==> src/rtl/sys_bridge.sv <==
// CPU-side system bridge: decodes DM / TIMER0 / TIMER1 / INT ranges, builds store lanes,
// flags illegal stores, and returns one-cycle-latency read data that holds across stalls.
module sys_bridge #(
   parameter logic [31:0] DM_LSA  = 32'h0000_0000,
   parameter logic [31:0] DM_MSA  = 32'h0000_2FFF,
   parameter logic [31:0] TC0_LSA = 32'h0000_7F00,
   parameter logic [31:0] TC0_MSA = 32'h0000_7F0B,
   parameter logic [31:0] TC1_LSA = 32'h0000_7F10,
   parameter logic [31:0] TC1_MSA = 32'h0000_7F1B,
   parameter logic [31:0] INT_LSA = 32'h0000_7F20,
   parameter logic [31:0] INT_MSA = 32'h0000_7F23
) (
   input  logic        clk,
   input  logic        reset,
   input  logic [31:0] cpu_addr,
   input  logic [31:0] cpu_wdata,
   input  logic [2:0]  cpu_st_op,
   input  logic        cpu_ld,
   input  logic        cpu_stall,
   input  logic        cpu_flush,
   output logic [31:0] dm_addr,
   output logic [3:0]  dm_byteen,
   output logic [31:0] dm_wdata,
   input  logic [31:0] dm_rdata,
   output logic [29:0] tc0_addr,
   output logic        tc0_we,
   output logic [31:0] tc0_wdata,
   input  logic [31:0] tc0_rdata,
   output logic [29:0] tc1_addr,
   output logic        tc1_we,
   output logic [31:0] tc1_wdata,
   input  logic [31:0] tc1_rdata,
   output logic        int_ack,
   output logic        st_exc,
   output logic [31:0] rdata_out
);

   typedef enum logic [2:0] {
      SEL_NONE,
      SEL_DM,
      SEL_TC0,
      SEL_TC1,
      SEL_INT
   } sel_t;

   sel_t        sel_q;
   logic [31:0] tc_q;

   logic        hit_dm, hit_tc0, hit_tc1, hit_int, hit_tc, unmapped;
   logic        is_sw, is_sh, is_sb, is_store;
   logic        wr_ok;
   logic [3:0]  byteen_raw;
   logic [31:0] lane_data;
   sel_t        target;

   // Offset compare keeps inclusive ranges correct even when LSA is zero.
   function automatic logic in_range(input logic [31:0] a, input logic [31:0] lsa,
                                     input logic [31:0] msa);
      return (a - lsa) <= (msa - lsa);
   endfunction

   always_comb begin
      hit_dm   = in_range(cpu_addr, DM_LSA, DM_MSA);
      hit_tc0  = in_range(cpu_addr, TC0_LSA, TC0_MSA);
      hit_tc1  = in_range(cpu_addr, TC1_LSA, TC1_MSA);
      hit_int  = in_range(cpu_addr, INT_LSA, INT_MSA);
      hit_tc   = hit_tc0 | hit_tc1;
      unmapped = ~(hit_dm | hit_tc | hit_int);

      is_sw    = (cpu_st_op == 3'd1);
      is_sh    = (cpu_st_op == 3'd2);
      is_sb    = (cpu_st_op == 3'd3);
      is_store = is_sw | is_sh | is_sb;

      st_exc = is_store & (unmapped
                           | (is_sw & (cpu_addr[1:0] != 2'b00))
                           | (is_sh & cpu_addr[0])
                           | ((is_sh | is_sb) & hit_tc)
                           | (hit_tc & (cpu_addr[3:2] == 2'b10)));

      wr_ok = is_store & ~st_exc & ~cpu_flush & reset;

      byteen_raw = '0;
      lane_data  = '0;
      if (is_sw) begin
         byteen_raw = 4'b1111;
         lane_data  = cpu_wdata;
      end else if (is_sh) begin
         byteen_raw = cpu_addr[1] ? 4'b1100 : 4'b0011;
         lane_data  = {2{cpu_wdata[15:0]}};
      end else if (is_sb) begin
         byteen_raw = 4'b0001 << cpu_addr[1:0];
         lane_data  = {4{cpu_wdata[7:0]}};
      end

      dm_addr   = cpu_addr;
      dm_byteen = (wr_ok & hit_dm) ? byteen_raw : 4'b0000;
      dm_wdata  = lane_data;
      tc0_addr  = cpu_addr[31:2];
      tc0_we    = wr_ok & hit_tc0 & is_sw;
      tc0_wdata = lane_data;
      tc1_addr  = cpu_addr[31:2];
      tc1_we    = wr_ok & hit_tc1 & is_sw;
      tc1_wdata = lane_data;

      // A load that is also a store is treated as a store: no read is tracked.
      target = SEL_NONE;
      if (cpu_ld && !is_store) begin
         if (hit_dm)       target = SEL_DM;
         else if (hit_tc0) target = SEL_TC0;
         else if (hit_tc1) target = SEL_TC1;
         else if (hit_int) target = SEL_INT;
      end
   end

   always_ff @(posedge clk) begin
      if (!reset) begin
         sel_q   <= SEL_NONE;
         tc_q    <= '0;
         int_ack <= 1'b0;
      end else begin
         int_ack <= wr_ok & hit_int & ~int_ack;
         if (!cpu_stall) begin
            sel_q <= target;
            if (hit_tc0)      tc_q <= tc0_rdata;
            else if (hit_tc1) tc_q <= tc1_rdata;
         end
      end
   end

   always_comb begin
      rdata_out = '0;
      case (sel_q)
         SEL_DM:           rdata_out = dm_rdata;
         SEL_TC0, SEL_TC1: rdata_out = tc_q;
         default:          rdata_out = '0;
      endcase
   end

endmodule

==> config.mk <==
export PLATFORM = sky130hd
export DESIGN_NAME = sys_bridge
export DESIGN_NICKNAME = d
export VERILOG_FILES = /design/src/rtl/sys_bridge.sv
export SDC_FILE = /design/constraint.sdc
export NUM_CORES = 1
export LEC_CHECK = 0
export BUFFER_PORTS_ARGS = -buffer_cell sky130_fd_sc_hd__buf_2
export CAP_MARGIN = 15
export CORE_AREA = 4 4 153 155
export DETAILED_ROUTE_END_ITERATION = 7
export DIE_AREA = 0 0 157 159
export REMOVE_ABC_BUFFERS = 1
export SKIP_LAST_GASP = 1
export SLEW_MARGIN = 20
export SYNTH_ARGS = -nofsm -noshare
export SYNTH_HDL_FRONTEND = slang
export SYNTH_SLANG_ARGS = --single-unit
==> constraint.sdc <==
create_clock -name clk -period 4.8 [get_ports clk]
set_clock_uncertainty 0.2 [all_clocks]
set_input_delay 0.96 -clock clk [delete_from_list [all_inputs] [get_ports clk]]
set_output_delay 0.96 -clock clk [all_outputs]
set_load 0.01 [all_outputs]
; Word level (Yosys, flattened, before mapping)
; Index checks and enable logic that the tools add are counted.
[classes]
add_sub_neg = 3
reduce_logical = 6
shift = 1
n_bitwise = 30
n_eq_ne = 7
order_cmp = 4
muxes = 16
[op_table]
columns = cell, count
row1 = $mux W32, 5
row2 = $sub A32 B15 Y32 const B, 3
row3 = $le A32 B4 Y1 const B, 2
row4 = $pmux W32 S2, 1
row5 = $le A32 B14 Y1 const B, 1
row6 = $le A32 B2 Y1 const B, 1
row7 = $mux W4, 5
row8 = $and A1 B1 Y1, 15
row9 = $mux W3, 5
row10 = $eq A3 B2 Y1 const B, 4
row11 = $or A1 B1 Y1, 10
row12 = $eq A3 B1 Y1 const B, 2
row13 = $not A1 Y1, 5
row14 = $reduce_bool A2 Y1, 2
row15 = $shl A1 B2 Y4 const A, 1
row16 = $eq A2 B2 Y1 const B, 1
row17 = $reduce_and A2 Y1, 1
row18 = $reduce_or A2 Y1, 1
row19 = $logic_and A1 B1 Y1, 1
row20 = $logic_not A1 Y1, 1
[totals]
elab_cells = 70
register_bits = 36
output_inout_bits = 228
in_bits = 168

; Depth between registers and ports, before layout
; Gate-level depths: netlist (run 1).
[logic_depth]
ltp_word = 17
depth_mapped = 11
mapped_depth_nobuf = 10

; Least setup slack after synthesis (run 1)
; OpenSTA, ideal clock, no wires.
[synth_path]
path_type = input -> output
startpoint = input port cpu_addr[5]
endpoint = output port dm_byteen[0]
slack_ns = 0.469
required_time_ns = 3.640
path_buffers = 0
t_arrival_ns = 3.171
stages = 10
cell_sequence = inv_1 ha_1 nor3b_1 or4b_2 a21oi_1 nor2_1 nor4b_1 a31oi_1 o211ai_1 nor2_1
[synth_via]
elab_chain_len = 17
word_cells_on_any_way = 24
cone_classes = add/sub: 3 / order compare: 4 / mux: 1 / bitwise: 16
[synth_lines]
columns = element, line
row1 = start: declaration, 15  ; input logic [31:0] cpu_addr,
row2 = $sub A32 B15 Y32, 59  ; return (a - lsa) <= (msa - lsa);
row3 = $le A32 B4 Y1, 59
row4 = $or A1 B1 Y1, 67  ; hit_tc = hit_tc0 | hit_tc1;
row5 = $or A1 B1 Y1 (2 in a row), 68  ; unmapped = ~(hit_dm | hit_tc | hit_int);
row6 = $not A1 Y1, 68
row7 = $or A1 B1 Y1, 76  ; | (is_sw & (cpu_addr[1:0] != 2'b00))
row8 = $or A1 B1 Y1, 77  ; | (is_sh & cpu_addr[0])
row9 = $or A1 B1 Y1, 78  ; | ((is_sh | is_sb) & hit_tc)
row10 = $or A1 B1 Y1, 79  ; | (hit_tc & (cpu_addr[3:2] == 2'b10)));
row11 = $and A1 B1 Y1, 75  ; st_exc = is_store & (unmapped
row12 = $not A1 Y1, 81  ; wr_ok = is_store & ~st_exc & ~cpu_flush & reset;
row13 = $and A1 B1 Y1 (3 in a row), 81
row14 = $and A1 B1 Y1 (*), 97  ; dm_byteen = (wr_ok & hit_dm) ? byteen_raw : 4'b0000;
row15 = $mux W4 (*), 97
row16 = end: declaration, 22  ; output logic [3:0] dm_byteen,
; Every way passes the cells marked *; elsewhere a longest branch is shown, timed or not.

; Final worst setup path (run 1)
[layout_path]
startpoint = input port cpu_addr[27]
endpoint = output port dm_byteen[1]
; The elaborated chain is that of the path after synthesis.

==> summary.txt, run 1 <==
Placed design
  – Post-DP HPWL: a little over 20000 um
  – Post-placement cell count: ~1300
  – Post-Place Worst Slack: -0.05607 ns
  – RePlAce Congestion: between 0.9 and 1
  – IO Port Bufs: 395

Die
  – Initial Util: 0.2530
  – Die area: between 0.02 and 0.025 sq mm
  – Die Y: 159 um
  – Cell Rows: 54
  – Core Area: between 0.02 and 0.025 sq mm
  – IO Pins: roughly 400
  – Die width: about 160 um

Timing
  – Pins Over Slew Limit: 0
  – Hold slack: 0.2194 ns
  – Worst setup margin: approximately 0.21 ns
  – Rel. slew slack: 0.5036
  – TNS Setup: 0 ns
  – Final setup violation count: 0
  – Hold Vio Cnt, Final: 0
  – Max frequency: 0.2178 GHz
  – Worst-Margin Slew: between 0.7 and 0.8 ns
  – Final min period: 4.592 ns
  – Part of the cycle the worst path needs: 0.9567

Synth
  – Post-Syn Instances: 711
  – Async set or reset register ratio after synthesis: 0
  – Mean Syn Cell Area: slightly below 8 sq um
  – Top_reg_cell synth: dfxtp_1
  – Yosys warning count: 0
  – Synthesis-stage register bit count: 36
  – Post-synth EDFFs: 0
  – Post-Syn Area: between 0.005 and 0.006 sq mm
  – Unique masters post-synth: between 70 and 80
  – Sequential share of the synthesized area: 0.1305

Cells and area
  – Layout net count: between 1000 and 1500
  – Layout cells sized above 1: 0.5614
  – # fillers: between 2000 and 2500
  – Area grow syn2layout: 31.86%
  – N_diodes: 0
  – Non-Filler Instances: 1274

Clock network
  – Clock Tree Buf Depth: 2
  – TritonCTS Buffers: 5
  – CTS root buffer: clkbuf_16
  – CTS tree: built
  – Setup Fix Bufs, Post-CTS: 0
  – Hold_buf cts: 0
  – H-tree lvl count: 2
  – CTS Sinks: 36
  – Clk_lat worst skew: approximately 0.27 ns
  – CTS clk-pin slew, worst paths: approximately 0.06 ns

GRT
  – Total GRT Usage: 0.1814
  – Vias in the first global route: slightly above 6000
  – First-pass GRT wire length: 36390 um
  – Overflow after GRT: 0
  – Pin count of the biggest net entering global routing: 37
  – Initial antenna violation count: 0

Worst setup path
  – CP Class: in -> out
  – Worst EP required: ~3.6 ns
  – CP startpoint: cpu_addr[27]
  – Worst-path fanout max: 7
  – Reg-to-Reg Start: sel_q[2]$_SDFFE_PN0N_
  – CP Capture Type: primary output
  – WP data arrival: about 3.4 ns
  – Critical path startpoint category: input pin

Pwr
  – Leak: 3.496 nW
  – IR drop worst, VDD: between 0.1 and 0.15 mV
  – P per Cell Area: approximately 150 mW/mm^2

Route
  – Post-route ant nets: 0
  – Total wire length: about 24000 um
  – Routed vias: about 6300
  – DRC: 0
  – Initial DRC count: roughly 430
  – Drt via density: 4.914
  – DR pass1 iterations: 5
  – Wirelength per Cell: about 19 um

Worst hold path
  – Hold WC Path Type: reg -> reg
  – Hold Startpoint: int_ack$_SDFF_PN0_

Status
  – Status: complete, no violations

Flow run
  – Max-cap violation count: 0
## synth_stat cells (all sizes together), types with 3 or more instances
cell type	number	area, sq um
nor4b	3	26.28
a21oi	26	130.1
xnor2	3	26.28
nand3	15	75.07
nor4	14	106.4
or2	4	25.02
inv	14	52.55
a22oi	18	135.1
nor2	62	232.7
a31oi	3	18.77
o22ai	3	18.77
and4	5	45.04
o21ai	17	85.08
a22o	32	280.3
buf	173	1331
nor3	18	116.4
nand2	27	103.9
mux2	34	382.9
nand4b	10	93.84
or3	7	45.05
a2bb2oi	3	26.28
nor2b	34	212.7
o211ai	3	22.52
dfxtp	36	720.7
o32ai	4	61.32
mux2i	43	430.4
a2111oi	4	36.29
and3	3	18.77
nand4	11	87.59
o31ai	7	52.55
clkbuf	25	93.84
o2111ai	3	26.28
and2	11	68.82
or4	5	45.04
## state kept, by name, indices dropped and copies added (netlist names)
signal,count
int_ack,1
tc_q,32
sel_q,3
## path summary, 6_finish.rpt
check / endpoint / slack (ns) / cells past startpoint
max: dm_byteen[1] / 0.21 / 14
min: int_ack$_SDFF_PN0_ / 0.22 / 1
max reg2reg: sel_q[2]$_SDFFE_PN0N_ / 3.87 / 3
min reg2reg: int_ack$_SDFF_PN0_ / 0.22 / 1
## critical path: stages
cell and delay (ns):
buf_2 0.11, buf_4 0.16, nor4_2 0.32, buf_4 0.16, and4_1 0.27, a211o_1 0.16, nand4_2 0.10, nor4_1 0.34
buf_4 0.18, a31oi_2 0.06, o211ai_1 0.23, buf_4 0.18, a21oi_1 0.04, buf_2 0.15
## stage by stage
stage / area [sq um] / utilization / total power, mW
6_report: 7281 / 0.3336 / 1.064
3_3_place_gp: 7051 / 0.3231 / 0.7524
5_1_grt: 7281 / 0.3336 / 1.126
3_5_place_dp: 7051 / 0.3231 / 0.7524
4_1_cts: 7199 / 0.3299 / 1.074
2_1_floorplan: 4096 / - / 0.4447
## kinds of logic after synthesis
group                    share of synthesized area
adder cells (fa/ha/maj)                   0.002266
multiplexers                                0.1473
XOR/XNOR                                  0.007933
flip-flops                                  0.1305
buffers and inverters                       0.2676
AO/OA/AOI/OAI                               0.1924
AND/OR/NAND/NOR                             0.2520
## final cells by class
class	count	area, sq um	area share
multi-input combinational	463	3426	0.4705
timing repair buffer	473	2587	0.3554
sequential	36	720.7	0.09899
tap	280	350.3	0.04812
clock buffer	5	125.1	0.01719
inverter	14	52.55	0.007218
clock inverter	3	18.77	0.002578
## placed cells by master, fill, tap and decap left out, drive strengths merged, types with 4 or more instances in the layout
| cell | netlist | routed |
|---|---|---|
| and2 | 11 | 11 |
| mux2 | 34 | 34 |
| and4 | 5 | 5 |
| nor3 | 18 | 18 |
| dfxtp | 36 | 36 |
| nand4 | 11 | 11 |
| a22oi | 18 | 18 |
| nor2 | 62 | 62 |
| o31ai | 7 | 7 |
| nor4 | 14 | 14 |
| buf | 173 | 473 |
| nand4b | 10 | 10 |
| nor2b | 34 | 34 |
| inv | 14 | 14 |
| a21oi | 26 | 26 |
| a22o | 32 | 32 |
| o21ai | 17 | 17 |
| or3 | 7 | 7 |
| nand2 | 27 | 27 |
| clkbuf | 25 | 5 |
| nand3 | 15 | 15 |
| a2111oi | 4 | 4 |
| or2 | 4 | 4 |
| mux2i | 43 | 43 |
| o32ai | 4 | 4 |
| or4 | 5 | 5 |
## per-layer routing
metal | part of all wire | up-vias | GRT usage | wire [um]
met5 | 0 | - | 0 | 0
met4 | 0.025 | 0 | 0.04536 | 607
met3 | 0.083 | 38 | 0.03180 | 2018
met2 | 0.50 | 335 | 0.3197 | 12110
met1 | 0.39 | 2887 | 0.2273 | 9589
li1 | - | 3000 | - | -
## repair_timing
action	4_1_cts	5_1_grt
setup endpoints to repair	4	6
pin swaps	0	1
gates resized for setup	1	14
## power breakdown
| part | switching (mW) | internal, mW |
|---|---|---|
| clock network | 0.122 | 0.191 |
| logic | 0.259 | 0.193 |
| registers | 0.00000000258 | 0.299 |
| total | 0.381 | 0.683 |
No activity file was read; power rests on OpenSTA's default activity.
==> inputs of run 2 (changes only) <==
--- a/config.mk
+++ b/config.mk
@@ -5,11 +5,12 @@
 export SDC_FILE = /design/constraint.sdc
 export NUM_CORES = 1
 export LEC_CHECK = 0
+export ABC_AREA = 1
 export BUFFER_PORTS_ARGS = -buffer_cell sky130_fd_sc_hd__buf_2
 export CAP_MARGIN = 15
-export CORE_AREA = 4 4 153 155
+export CORE_AREA = 4 4 151 153
 export DETAILED_ROUTE_END_ITERATION = 7
-export DIE_AREA = 0 0 157 159
+export DIE_AREA = 0 0 155 157
 export REMOVE_ABC_BUFFERS = 1
 export SKIP_LAST_GASP = 1
 export SLEW_MARGIN = 20
==> summary.txt, run 2 <==
Placed design
  – Post-DP Area: 0.007338 sq mm
  – RePlAce Congestion: just under 1
  – Post-placement cell count: around 1600
  – IO Port Bufs: slightly below 400
  – Post-DP HPWL: 20520 um

Status
  – Status: complete, no violations

Route
  – Drt via density: ~4.6
  – Post-route ant nets: 0
  – Wirelength per Cell: 15.24 um
  – Initial DRC count: about 520
  – Routed vias: 7365
  – DR pass1 iterations: 5
  – Total wire length: 24350 um
  – DRC: 0

Timing
  – Hold Vio Cnt, Final: 0
  – RSZ-0062 raised after global routing: no
  – Part of the cycle the worst path needs: 0.9469
  – Max frequency: 0.2200 GHz
  – Hold slack: 0.2557 ns
  – Final setup violation count: 0
  – Rel. slew slack: 0.4330
  – TNS Setup: 0 ns
  – Worst-Margin Slew: approximately 0.85 ns
  – Pins Over Slew Limit: 0
  – Final min period: approximately 4.5 ns

Cells and area
  – Layout cells sized above 1: 0.3832
  – Largest register FFs: 32
  – N_diodes: 0
  – Commonest cells after routing, fill and taps aside: buf_2, nand2_1, inv_1
  – Finished layout cell area: ~0.0075 sq mm
  – Non-Filler Instances: 1598
  – Layout net count: approximately 1500
  – Most common cell after layout, fill and taps aside: buf_2
  – Largest register by flop count: tc_q
  – # fillers: approximately 2500
  – Post-layout util: 0.3484
  – Area grow syn2layout: 22.39%
  – Largest regs: tc_q (32), sel_q (3), int_ack (1)

Synth
  – Post-synth EDFFs: 0
  – Cell taking the most area after synthesis: buf_4
  – Synth top area share: 0.1933
  – Mean Syn Cell Area: about 5.7 sq um
  – Yosys warning count: 0
  – Top cells by count, synth: nand2_1, buf_4, inv_1, nor2_1, nand3_1
  – Async set or reset register ratio after synthesis: 0
  – Top_reg_cell synth: dfxtp_1
  – Post-Syn Area: approximately 0.0061 sq mm
  – Post-Syn Instances: approximately 1100
  – Largest cells by area after synthesis: buf_4, nand2_1, dfxtp_1
  – Most common cell in the netlist: nand2_1
  – Unique masters post-synth: 38
  – Synthesis-stage register bit count: 36
  – Sequential share of the synthesized area: 0.1175

Clock network
  – TritonCTS Buffers: 5
  – Clock Tree Buf Depth: 2
  – CTS clk-pin slew, worst paths: 0.06 ns
  – Hold_buf cts: 0
  – CTS tree: built
  – CTS root buffer: clkbuf_16
  – CTS Sinks: 36
  – H-tree lvl count: 2
  – Clk_lat worst skew: between 0.2 and 0.3 ns

Worst setup path
  – WP data arrival: about 3.4 ns
  – Reg-to-Reg Start: tc_q[27]$_SDFFE_PN0P_
  – Crit-path max cell delay: roughly 0.32 ns
  – Cell at the slowest stage of the critical path: nand2_1
  – CP Capture Type: primary output
  – Bufs and invs on worst path: 4
  – Delay-heaviest family, CP: simple AND/OR/NAND/NOR gates
  – Worst-path fanout max: 10
  – Most Frequent Cell on Critical Path: nand2_1
  – CP startpoint: cpu_addr[11]
  – Critical path startpoint category: input pin
  – Worst EP required: 3.64 ns
  – CP Cell Sequence: buf_2, nand2_1, nor2_2, nand2_1, nand2_1, inv_1, nand2_1, nand2_1, nand3_1, nor2_1, nand2_1, nor2_4, nand2_4, nand2_4, a21oi_2, nand4_1, buf_4, nor2_1, buf_2
  – R2r setup slk: between 3 and 4 ns
  – CP Class: in -> out
  – End of the worst register-to-register path: tc_q[27]$_SDFFE_PN0P_
  – Reg2reg path depth: 2

GRT
  – Vias in the first global route: between 6000 and 7000
  – Pin count of the biggest net entering global routing: 65
  – Total GRT Usage: 0.1830
  – Initial antenna violation count: 0
  – First-pass GRT wire length: approximately 36000 um
  – Overflow after GRT: 0

Die
  – Core Area: approximately 0.022 sq mm
  – Die Y: ~160 um
  – Die area: roughly 0.024 sq mm
  – Initial Util: 0.2847
  – IO Pins: slightly below 400
  – Cell Rows: 54
  – Die width: approximately 160 um

Pwr
  – P per Cell Area: 139.8 mW/mm^2
  – Leak: between 4 and 5 nW
  – IR drop worst, VDD: between 0.1 and 0.15 mV

Flow run
  – Max-cap violation count: 0

Worst hold path
  – Hold Startpoint: sel_q[0]$_SDFFE_PN0N_
  – Worst Hold End: sel_q[0]$_SDFFE_PN0N_
  – Hold WC Path Type: reg -> reg
  – Worst hold stages: 2
run 2: cell count changes after synthesis, sizes merged, moves of 34 or more:
cell | before | now
nor2b | 34 | 0
mux2 | 34 | 0
mux2i | 43 | 0
nand2 | 27 | 306
nor2 | 62 | 138
inv | 14 | 135
nand3 | 15 | 105
run 2: through the flow:
stage	power (mW)	setup slack, ns
after floorplan	0.4681	-0.09080
after global placement	0.7417	0.1781
after detailed placement	0.7396	0.1655
after CTS	1.068	0.1455
after global routing	1.124	0.001594
final	1.050	0.2550
run 2: report_power, final:
group | internal [mW] | switching [mW] | leakage (nW)
combinational | 0.170 | 0.266 | 3.92
clock | 0.191 | 0.125 | 0.0736
sequential | 0.299 | 0.00000000402 | 0.290
total | 0.660 | 0.391 | 4.28
run 2: cells by family (layout without fill, tap and decap cells):
group           Yosys count  in the layout  share of synthesized area
compound gates          110            110                     0.1417
xor+xnor                 14             14                    0.01998
fa+ha+maj                 1              1                   0.002039
buf+inv                 332            576                     0.3116
flops                    36             36                     0.1175
simple gates            581            581                     0.4072
run 2: worst max-delay path by stage:
stage / endpoint / slack, ns / cells past startpoint
after floorplan: st_exc / -0.09 / 15
after global placement: dm_byteen[1] / 0.18 / 15
after detailed placement: dm_byteen[3] / 0.17 / 15
after CTS: dm_byteen[3] / 0.15 / 15
after global routing: dm_byteen[0] / 0.002 / 20
final: dm_byteen[0] / 0.25 / 19
run 2: area by class of cell:
class | instances | area (sq um) | share of cell area
Tap cell | 280 | 350.3 | 0.04665
Multi-Input combinational cell | 706 | 3526 | 0.4695
Inverter | 135 | 506.7 | 0.06748
Timing Repair Buffer | 433 | 2262 | 0.3012
Sequential cell | 36 | 720.7 | 0.09597
Clock inverter | 3 | 18.77 | 0.002499
Clock buffer | 5 | 125.1 | 0.01666
run 2: worst min-delay path, cell delays in order, from the launching register on:
cell     delay, ns
dfxtp_1       0.31
nand2_1       0.05
a21oi_1       0.05
run 2: timing repair:
| item | in CTS | in global routing |
|---|---|---|
| setup endpoints to repair | 0 | 6 |
| setup buffers | 0 | 1 |
| resized for setup | 0 | 5 |
run 2: routing by layer:
metal | wire length (um) | track usage
met3 | 1681 | 0.02337
met1 | 10660 | 0.2425
met4 | 609 | 0.05761
met2 | 11400 | 0.3098
met5 | 0 | 0
